**src/rtl/sevenseg_pkg.sv**
```systemverilog
// rtl/sevenseg_pkg.sv - shared constants, glyph table and anode classification for the 7-seg readback
package sevenseg_pkg;

  localparam int NUM_DIGITS = 4;

  // Polarity of the scanned bus: both anodes and segments are active-low
  localparam logic AN_ON  = 1'b0;
  localparam logic SEG_ON = 1'b0;
  localparam logic [3:0] AN_IDLE   = 4'hF;
  localparam logic [6:0] SEG_BLANK = 7'h7F;

  // Glyphs as driven on seg[6:0] (seg[0]=a ... seg[6]=g, active-low)
  localparam logic [6:0] GLYPH_0 = 7'h40;
  localparam logic [6:0] GLYPH_1 = 7'h79;
  localparam logic [6:0] GLYPH_2 = 7'h24;
  localparam logic [6:0] GLYPH_3 = 7'h30;
  localparam logic [6:0] GLYPH_4 = 7'h19;
  localparam logic [6:0] GLYPH_5 = 7'h12;
  localparam logic [6:0] GLYPH_6 = 7'h02;
  localparam logic [6:0] GLYPH_7 = 7'h78;
  localparam logic [6:0] GLYPH_8 = 7'h00;
  localparam logic [6:0] GLYPH_9 = 7'h10;
  localparam logic [6:0] GLYPH_A = 7'h08;
  localparam logic [6:0] GLYPH_B = 7'h03;
  localparam logic [6:0] GLYPH_C = 7'h46;
  localparam logic [6:0] GLYPH_D = 7'h21;
  localparam logic [6:0] GLYPH_E = 7'h06;
  localparam logic [6:0] GLYPH_F = 7'h0E;

  typedef enum logic [1:0] {
    AN_CLASS_IDLE  = 2'd0,
    AN_CLASS_ONE   = 2'd1,
    AN_CLASS_MULTI = 2'd2
  } an_class_t;

  // Number of digits currently selected
  function automatic logic [2:0] count_low(input logic [3:0] a);
    logic [2:0] c;
    c = 3'd0;
    for (int i = 0; i < NUM_DIGITS; i++) begin
      if (a[i] == AN_ON) c = c + 3'd1;
    end
    return c;
  endfunction

  function automatic an_class_t classify_an(input logic [3:0] a);
    an_class_t cls;
    case (count_low(a))
      3'd0:    cls = AN_CLASS_IDLE;
      3'd1:    cls = AN_CLASS_ONE;
      default: cls = AN_CLASS_MULTI;
    endcase
    return cls;
  endfunction

endpackage

```
**src/rtl/sevenseg_pattern_decode.sv**
```systemverilog
// rtl/sevenseg_pattern_decode.sv - combinational segment pattern to hex nibble decoder
module sevenseg_pattern_decode
  import sevenseg_pkg::*;
(
  input  logic [6:0] seg,
  output logic       known,
  output logic       blank,
  output logic [3:0] nibble
);

  // Map a glyph to its nibble; anything not in the table reports nibble 0
  always_comb begin
    known  = 1'b1;
    blank  = 1'b0;
    nibble = 4'h0;
    case (seg)
      GLYPH_0:   nibble = 4'h0;
      GLYPH_1:   nibble = 4'h1;
      GLYPH_2:   nibble = 4'h2;
      GLYPH_3:   nibble = 4'h3;
      GLYPH_4:   nibble = 4'h4;
      GLYPH_5:   nibble = 4'h5;
      GLYPH_6:   nibble = 4'h6;
      GLYPH_7:   nibble = 4'h7;
      GLYPH_8:   nibble = 4'h8;
      GLYPH_9:   nibble = 4'h9;
      GLYPH_A:   nibble = 4'hA;
      GLYPH_B:   nibble = 4'hB;
      GLYPH_C:   nibble = 4'hC;
      GLYPH_D:   nibble = 4'hD;
      GLYPH_E:   nibble = 4'hE;
      GLYPH_F:   nibble = 4'hF;
      SEG_BLANK: begin
        known = 1'b0;
        blank = 1'b1;
      end
      default:   known = 1'b0;
    endcase
  end

endmodule

```
**src/rtl/sevenseg_readback.sv**
```systemverilog
// rtl/sevenseg_readback.sv - reconstructs four hex digits from a scanned active-low an/seg bus
module sevenseg_readback
  import sevenseg_pkg::*;
#(
  parameter int STABLE_CYCLES  = 16,
  parameter int TIMEOUT_CYCLES = 2_000_000
) (
  input  logic        clk,
  input  logic        reset,
  input  logic [3:0]  an,
  input  logic [6:0]  seg,
  output logic [15:0] digits,
  output logic [3:0]  digit_valid,
  output logic [3:0]  blank,
  output logic [3:0]  bad_pattern,
  output logic        frame_valid,
  output logic [15:0] value,
  output logic        multi_an,
  output logic        stale
);

  localparam int DW = $clog2(STABLE_CYCLES + 1);
  localparam int TW = $clog2(TIMEOUT_CYCLES + 1);
  localparam logic [DW-1:0] DWELL_MAX = DW'(STABLE_CYCLES);
  localparam logic [TW-1:0] TMO_MAX   = TW'(TIMEOUT_CYCLES);

  logic [3:0]    an_q, an_p;
  logic [6:0]    seg_q, seg_p;
  logic          sample_vld;
  logic [DW-1:0] dwell_q, dwell_nxt;
  logic [TW-1:0] tmo_q;
  an_class_t     an_cls;
  logic [1:0]    digit_idx;
  logic          commit;
  logic          dec_known, dec_blank;
  logic [3:0]    dec_nibble;

  sevenseg_pattern_decode u_decode (
    .seg    (seg_q),
    .known  (dec_known),
    .blank  (dec_blank),
    .nibble (dec_nibble)
  );

  // Register the raw bus and keep the previous sample for the stability compare
  always_ff @(posedge clk) begin
    if (reset) begin
      an_q       <= 4'h0;
      seg_q      <= 7'h00;
      an_p       <= 4'h0;
      seg_p      <= 7'h00;
      sample_vld <= 1'b0;
    end else begin
      an_q       <= an;
      seg_q      <= seg;
      an_p       <= an_q;
      seg_p      <= seg_q;
      sample_vld <= 1'b1;
    end
  end

  // Classify the sample and advance the dwell; a zero dwell means the prior sample is not comparable
  always_comb begin
    an_cls    = sample_vld ? classify_an(an_q) : AN_CLASS_IDLE;
    digit_idx = 2'd0;
    for (int i = 0; i < NUM_DIGITS; i++) begin
      if (an_q[i] == AN_ON) digit_idx = 2'(i);
    end
    dwell_nxt = '0;
    if (an_cls == AN_CLASS_ONE) begin
      if (dwell_q != '0 && an_q == an_p && seg_q == seg_p)
        dwell_nxt = (dwell_q == DWELL_MAX) ? dwell_q : dwell_q + DW'(1);
      else
        dwell_nxt = DW'(1);
    end
    commit = (an_cls == AN_CLASS_ONE) && (dwell_nxt == DWELL_MAX) && (dwell_q != DWELL_MAX);
  end

  // Dwell and timeout counters plus the anode glitch pulse
  always_ff @(posedge clk) begin
    if (reset) begin
      dwell_q  <= '0;
      tmo_q    <= '0;
      multi_an <= 1'b0;
    end else begin
      dwell_q  <= dwell_nxt;
      multi_an <= (an_cls == AN_CLASS_MULTI);
      if (commit)
        tmo_q <= '0;
      else if (tmo_q != TMO_MAX)
        tmo_q <= tmo_q + TW'(1);
    end
  end

  assign stale = (tmo_q == TMO_MAX);

  // Per-digit capture and frame completion; a commit never lands in the clear cycle
  always_ff @(posedge clk) begin
    if (reset) begin
      digits      <= 16'h0;
      digit_valid <= 4'h0;
      blank       <= 4'h0;
      bad_pattern <= 4'h0;
      frame_valid <= 1'b0;
      value       <= 16'h0;
    end else begin
      frame_valid <= 1'b0;
      if (digit_valid == 4'hF) begin
        frame_valid <= 1'b1;
        value       <= digits;
        digit_valid <= 4'h0;
        bad_pattern <= 4'h0;
      end
      if (commit) begin
        digit_valid[digit_idx]           <= 1'b1;
        digits[{digit_idx, 2'b00} +: 4]  <= dec_nibble;
        blank[digit_idx]                 <= dec_blank;
        bad_pattern[digit_idx]           <= ~dec_known & ~dec_blank;
      end
    end
  end

endmodule

```
**config.mk**
```make
export PLATFORM = sky130hd
export DESIGN_NAME = sevenseg_readback
export DESIGN_NICKNAME = d
export VERILOG_FILES = /design/src/rtl/sevenseg_pkg.sv /design/src/rtl/sevenseg_pattern_decode.sv /design/src/rtl/sevenseg_readback.sv
export SDC_FILE = /design/constraint.sdc
export NUM_CORES = 1
export LEC_CHECK = 0
export CAP_MARGIN = 40
export CORE_ASPECT_RATIO = 0.9
export CORE_MARGIN = 10
export CORE_UTILIZATION = 60
export CTS_BUF_LIST = sky130_fd_sc_hd__clkbuf_8
export DETAILED_ROUTE_END_ITERATION = 7
export PLACE_DENSITY = 0.87
export SLEW_MARGIN = 20
export SYNTH_ARGS = -nofsm -noshare
export SYNTH_HDL_FRONTEND = slang
export SYNTH_SLANG_ARGS = --single-unit
```
**constraint.sdc**
```tcl
create_clock -name clk -period 6.17 [get_ports clk]
set_input_delay 1.851 -clock clk [delete_from_list [all_inputs] [get_ports clk]]
set_output_delay 1.851 -clock clk [all_outputs]
set_load 0.01 [all_outputs]
```
==> impl_results.md, run 1 <==
- Status: finished, final reports clean
- Initial core utilization: 62.3%
- Largest net degree at the start of global routing: 55
- Gpl congestion: 0.846
- Ys Warns: 0
- Wire length per cell: 16.5 microns
- Clock Sinks: 95
- Pwr dens: 232 mW/mm^2
- Layout area overhead: 19.8%
- Vias/cell: 5.62
- Dominant cells by area after synthesis: dfxtp_1 46%, nand2_1 6.6%, xnor2_1 6.2%, mux2i_1 6.1%, nor2b_1 3.5%
- Worst skew pair latency: 370 ps
- Peak Freq: 241 MHz
- Tcrit/Tclk final: 67.4%
- HP Class: reg2reg
- Die height: 98.7 microns
- Slew headroom: 52.8%
- Drt initial violations: 164
- Clock Skew: 16.0 ps
- Initial antenna violation count: 0
- Crit path max fanout: 4
- Top-area cell type share of the netlist area: 46.1%
- Post CTS Setup Buffer Count: 0
- Crit-path cells: nor4_1, nand3_1, nor4_2, clkdlybuf4s50_1
- Die W: 107 microns
- Slowest CP cell: clkdlybuf4s50_1
- DRT antenna net count: 0
- # resized after CTS: 0
- Synth unique cells: 42
- Nets: 523
- Critical Path Source Type: flip-flop
- Dpl ws: 2400 ps
- Layout cells sized above 1: 6.10%
- CP endpoint kind: primary output
- Rows: 28
- Clock buffer depth: 2
- Static Leak: 1.89 nW
- Core Area: 0.00662 sq mm
- Syn_area_per_cell: 9.03 sq um
- Worst Path Class, Setup: reg2out
- Syn Nets: 477
- Synthesized flop and latch total: 95
- Maximum vdd ir drop: 0.174 mV
- CP max stage delay: 620 ps
- Endpoints failing hold: 0
- Overflow after GRT: 0
- Vias in the first global route: 3,373
- Clock transition at path regs: 100 ps
- Total Routing Usage GR: 18.4%
- HPWL Detailed: 6820 microns
- Max-cap check violation count: 0
- H-Tree Depth: 3
- Dominant cell type by area after synthesis: dfxtp_1
- Die ar.: 0.0106 sq mm
- Max-slew violations: 0
- Antenna diodes: 0
- Final setup vio count: 0
- Mapped Cells: 457
- First-pass GRT wire length: 16,100 microns
- Final Critical Period: 4160 ps
- Io pins: 60
- Remaining DRCs: 0
- # hold bufs at CTS: 0
- Pre-antenna DRT Iters: 5
- Vias: 3,362
- R2r setup slk: 3440 ps
- CP required: 4320 ps
- Setup_tns: 0 ps
- Final wirelength: 9900 microns
- Cell area after synthesis: 0.00413 sq mm
- CTS Buf Count: 9
- Port Buffers: 59
- CTS tree: built
- RSZ-0062 raised after global routing: false
- Clk root buf: clkbuf_8
- Sequential area share after synthesis: 46.1%
- Setup ws final: 2010 ps
- Worst-margin pin slew: 708 ps
- Crit path DAT: 2310 ps
==> logic make-up (layout without fill, tap and decap cells) <==
family                     Yosys count  in the layout  share of synthesized area (%)
adders and majority gates            7              7                           2.12
buffers and inverters               38             89                           3.82
and+or+nand+nor                    211            211                           27.5
AOI/OAI and AO/OA                   42             42                           6.13
xor gates and xnor gates            39             39                           8.28
muxes                               25             25                           6.07
DFF                                 95             95                           46.1
==> through the flow <==
step	instances	cell area [sq um]	total power (W)	utilization (%)	hold WS (ps)
2_1_floorplan	457	4130	0.000704	-	453
3_3_place_gp	581	4720	0.000720	71.3	441
3_5_place_dp	582	4730	0.000724	71.4	449
4_1_cts	598	4940	0.00114	74.6	461
5_1_grt	598	4940	0.00118	74.6	484
6_report	598	4940	0.00114	74.6	463
==> registers in the layout, summed over array words and instances, names as in the netlist <==
| register | cells |
|---|---|
| tmo_q | 21 |
| multi_an | 1 |
| bad_pattern | 4 |
| seg_p | 7 |
| blank | 4 |
| frame_valid | 1 |
| seg_q | 7 |
| value | 16 |
| digits | 16 |
| an_p | 4 |
| dwell_q | 5 |
| sample_vld | 1 |
| digit_valid | 4 |
| an_q | 4 |
==> cell usage in the layout (no fill, tap or decap), types with 2 or more instances in the layout <==
cell             synthesis  layout
nor2_1                  35      35
nor3_1                   9       9
nand3b_1                 4       4
a21o_1                   3       3
nor4_4                   2       2
nand2b_1                 2       2
a21oi_1                 23      23
nand3_1                 15      15
xor2_1                  10      10
nor3b_1                  3       3
mux2i_1                 25      25
nand4_2                  3       3
clkinv_4                 0       2
ha_1                     7       7
and3_1                   6       6
and2_1                   2       2
o211a_1                  2       2
clkdlybuf4s50_1          0      58
nor4_1                  10      10
o21ai_0                  7       7
a31o_2                   2       2
inv_1                   12      12
or3b_2                   2       2
nand2_1                 72      72
inv_6                    0       3
xnor2_1                 29      29
nor2b_1                 23      23
and4_1                   3       3
nor4b_1                  6       6
clkbuf_8                 0      10
nand4_1                  9       9
dfxtp_1                 95      95
==> worst paths after layout <==
check / from / to / cells after the start
hold reg to reg: value[0] / value[0] / 2
setup reg to reg: an_q[1] / digits[5] / 9
setup / recovery: tmo_q[11] / stale / 4
hold / removal: value[0] / value[0] / 2
==> cell usage after synthesis (all sizes together) <==
master / number
and2: 2
inv: 12
nand4b: 2
a31o: 2
nand2b: 2
mux2i: 25
nor3: 9
nand3b: 4
and3b: 1
nand4: 12
clkbuf: 18
o21ai: 7
and4bb: 1
or3b: 2
xnor2: 29
dfxtp: 95
nand3: 15
nor4b: 6
a32oi: 1
a22oi: 1
nor2b: 23
a21o: 3
o32ai: 1
xor2: 10
and3: 6
a21oi: 23
buf: 8
and4: 3
ha: 7
o211a: 2
nand2: 72
a221oi: 1
nor2: 35
nor4: 13
o311ai: 1
nor3b: 3
==> routing by layer <==
layer  track usage [%]  wire (microns)  up-vias
met4              5.75             165        0
li1                  -               -     1635
met1              20.8            4140     1596
met5                 0               0        -
met2              31.5            4880      114
met3              6.97             701       17
==> power by group <==
part	internal, W	switching (W)
Clock	0.000204	0.000229
Combinational	0.0000340	0.0000382
Sequential	0.000622	0.0000171
==> final cells by class <==
type | instances | area [sq um]
clock buffers | 10 | 138
clock inverters | 6 | 73.8
fillers | 471 | 1680
inverters | 12 | 45.0
multi-input cells | 324 | 2070
flip-flops and latches | 95 | 1900
well taps | 90 | 113
repair buffers | 61 | 604
==> critical path: cells and delay by family (launching register included) <==
kind | cells | cell delay, ps
AND/OR/NAND/NOR | 3 | 970
buffers and inverters | 1 | 620
flip-flops | 1 | 350
No activity file was read; power rests on OpenSTA's default activity.
==> run 2: changes to the inputs <==
--- a/config.mk
+++ b/config.mk
@@ -8,10 +8,10 @@
 export CAP_MARGIN = 40
 export CORE_ASPECT_RATIO = 0.9
 export CORE_MARGIN = 10
-export CORE_UTILIZATION = 60
+export CORE_UTILIZATION = 51
 export CTS_BUF_LIST = sky130_fd_sc_hd__clkbuf_8
 export DETAILED_ROUTE_END_ITERATION = 7
-export PLACE_DENSITY = 0.87
+export PLACE_DENSITY = 0.79
 export SLEW_MARGIN = 20
 export SYNTH_ARGS = -nofsm -noshare
 export SYNTH_HDL_FRONTEND = slang
==> constraint.sdc (replaced) <==
create_clock -name clk -period 3.6 [get_ports clk]
set_input_delay 1.08 -clock clk [delete_from_list [all_inputs] [get_ports clk]]
set_output_delay 1.08 -clock clk [all_outputs]
set_load 0.01 [all_outputs]
==> run 2 against run 1 <==
Compared with the run above:
- sequential share of layout area barely moved
- critical endpoint unchanged
- wire length fell by 7.3%
- critical path type unchanged
- setup slack lost 1700 ps
- worst hold slack worse by 2.7 ps
- final cell count increased by 1.7%
- clock power up 59%
- critical path depth is the same
- largest cell class unchanged
- clock skew shrank 1.6 ps
- final area up 0.13%
==> impl_results.md, run 2 (synthesized netlist as in run 1, its figures left out) <==
- Vias: 3,271 (-2.7%)
- Total Routing Usage GR: 15.5% (-3.0 points)
- Placed cells: 592 (+1.7%)
- Crit path DAT: 2230 ps (-80 ps)
- # resized after CTS: 0 (unchanged)
- Clock transition at path regs: 110 ps (about the same)
- Post CTS Setup Buffer Count: 0 (unchanged)
- Post-route cell area: 0.00495 sq mm (+0.13%)
- Vias in the first global route: 3,271 (-3.0%)
- HP Class: reg2reg
- Vias/cell: 5.38 (-4.3%)
- Slowest CP cell: clkdlybuf4s50_1
- Layout area overhead: 19.9%
- CTS Buf Count: 9 (unchanged)
- Die W: 115 microns (+6.9%)
- Placed instance area: 0.00475 sq mm (+0.40%)
- Slew headroom: 55.1% (+2.3 points)
- Static Leak: 1.89 nW (-0.33%)
- R2r setup slk: 1000 ps (-2440 ps)
- Drt initial violations: 142 (-13%)
- Die ar.: 0.0121 sq mm (+14%)
- Io pins: 60 (unchanged)
- Worst Path Class, Setup: reg2out
- Setup_tns: 0 ps (unchanged)
- Finished Layout Cells: 608 (+1.7%)
- Pwr dens: 385 mW/mm^2 (+66%)
- Gpl congestion: 0.853 (+0.74%)
- RSZ-0062 raised after global routing: false
- Remaining DRCs: 0 (unchanged)
- Worst R2R Path Depth: 9 (unchanged)
- Final setup vio count: 0 (unchanged)
- Most flop-heavy register: tmo_q
- Overflow after GRT: 0 (unchanged)
- Final wirelength: 9170 microns (-7.3%)
- Peak Freq: 303 MHz
- Max-slew violations: 0 (unchanged)
- Hold depth: 2 (unchanged)
- Endpoints failing hold: 0 (unchanged)
- Largest registers: tmo_q (21), digits (16), value (16)
- Min-delay src: value[5]
- Largest net degree at the start of global routing: 36 (-35%)
- Port Buffers: 59 (unchanged)
- Clock buffer depth: 2 (unchanged)
- Worst Hold End: value[5]
- Max reg flops: 21 (unchanged)
- CP endpoint kind: primary output
- Status: finished, final reports clean
- HPWL Detailed: 6550 microns (-3.9%)
- CTS tree: built
- Commonest non-fill, non-tap cell in the layout: dfxtp_1
- Crit-path leading delay family: simple AND/OR/NAND/NOR gates
- Rows: 31 (+11%)
- Core Area: 0.00795 sq mm (+20%)
- Maximum vdd ir drop: 0.221 mV (+27%)
- Clock Skew: 14.4 ps (-1.62 ps)
- DRT antenna net count: 0 (unchanged)
- Crit path max fanout: 4 (unchanged)
- CP max stage delay: 630 ps (about the same)
- Initial core utilization: 51.9% (-10 points)
- Die height: 105 microns (+6.8%)
- Nets: 524 (+0.19%)
- Reg2reg end: digits[2]
- Wire length per cell: 15.1 microns (-8.9%)
- Most frequent cells in the layout: 95 x dfxtp_1, 72 x nand2_1, 58 x clkdlybuf4s50_1
- First-pass GRT wire length: 15,700 microns (-2.7%)
- Worst-margin pin slew: 673 ps (-34.4 ps)
- Initial antenna violation count: 0 (unchanged)
- Clk root buf: clkbuf_8
- # hold bufs at CTS: 0 (unchanged)
- H-Tree Depth: 3 (unchanged)
- Worst path bufs/invs: 1 (unchanged)
- Pre-antenna DRT Iters: 4 (-1)
- Max-cap check violation count: 0 (unchanged)
- Layout cells sized above 1: 6.29% (+0.18 points)
- CP required: 2520 ps (-1800 ps)
- Antenna diodes: 0 (unchanged)
- Worst skew pair latency: 370 ps (about the same)
- Critical R2R Launch: an_q[1]
- Crit-path cells: nor4_1, nand3_1, nor4_2, clkdlybuf4s50_1
- Clock Sinks: 95 (unchanged)
- Critical Path Source Type: flip-flop
- Tcrit/Tclk final: 91.8%
- Final Critical Period: 3310 ps
run 2: cell types whose count changed in the layout (fill, tap and decap cells not counted), sizes merged:
cell,delta
inv,+1
buf,+1
bufinv,-1
clkinvlp,+1
clkbuf,-1
run 2: layout make-up:
class	count	area [sq um]
multi-input cells	324	2070
well taps	99	124
clock buffers	9	124
inverters	12	45.0
flip-flops and latches	95	1900
clock inverters	7	75.1
repair buffers	62	612
fillers	688	3000
run 2: worst reg2reg max path: cells and delay by family, from the launching register on:
kind            cells  cell delay (ps)
xor+xnor            2              460
mux                 1              230
fa+ha+maj           2              510
flops               1              400
compound gates      1              330
buf+inv             1               90
simple gates        2              450
run 2: routing by layer:
metal  wire length (microns)  GRT usage [%]  vias up
met4                      87           3.00        0
met2                    4500           25.1       70
met3                     694           7.03        7
li1                        -              -     1643
met1                    3890           18.5     1551
met5                       0              0        -
run 2: worst max-delay path by stage:
stage	slack (ps)	from	cells past startpoint	endpoint
after floorplan	1290	tmo_q[11]	3	stale
after global placement	700	tmo_q[11]	4	stale
after detailed placement	680	tmo_q[11]	4	stale
after CTS	270	tmo_q[11]	4	stale
after global routing	70	tmo_q[15]	4	stale
final	290	tmo_q[11]	4	stale
run 2: power by group:
part / internal (W) / switching [W] / total [W]
registers: 0.00107 / 0.0000282 / 0.00109
clock network: 0.000273 / 0.000415 / 0.000688
logic: 0.0000593 / 0.0000648 / 0.000124
run 2: through the flow:
step                hold slack (ps)  setup WS, ps  utilization, %  total power, W
floorplan                       453          1290               -         0.00121
global placement                441           705            59.6         0.00124
detailed placement              446           678            59.7         0.00124
CTS                             461           271            62.2         0.00192
global route                    483          68.7            62.2         0.00198
finish                          460           294            62.2         0.00191
==> run 3: changes to the inputs <==
--- a/config.mk
+++ b/config.mk
@@ -12,6 +12,7 @@
 export CTS_BUF_LIST = sky130_fd_sc_hd__clkbuf_8
 export DETAILED_ROUTE_END_ITERATION = 7
 export PLACE_DENSITY = 0.79
+export SKIP_LAST_GASP = 1
 export SLEW_MARGIN = 20
 export SYNTH_ARGS = -nofsm -noshare
 export SYNTH_HDL_FRONTEND = slang
==> results of run 3 <==
Final layout, timing and power as in run 2 (identical DEF).
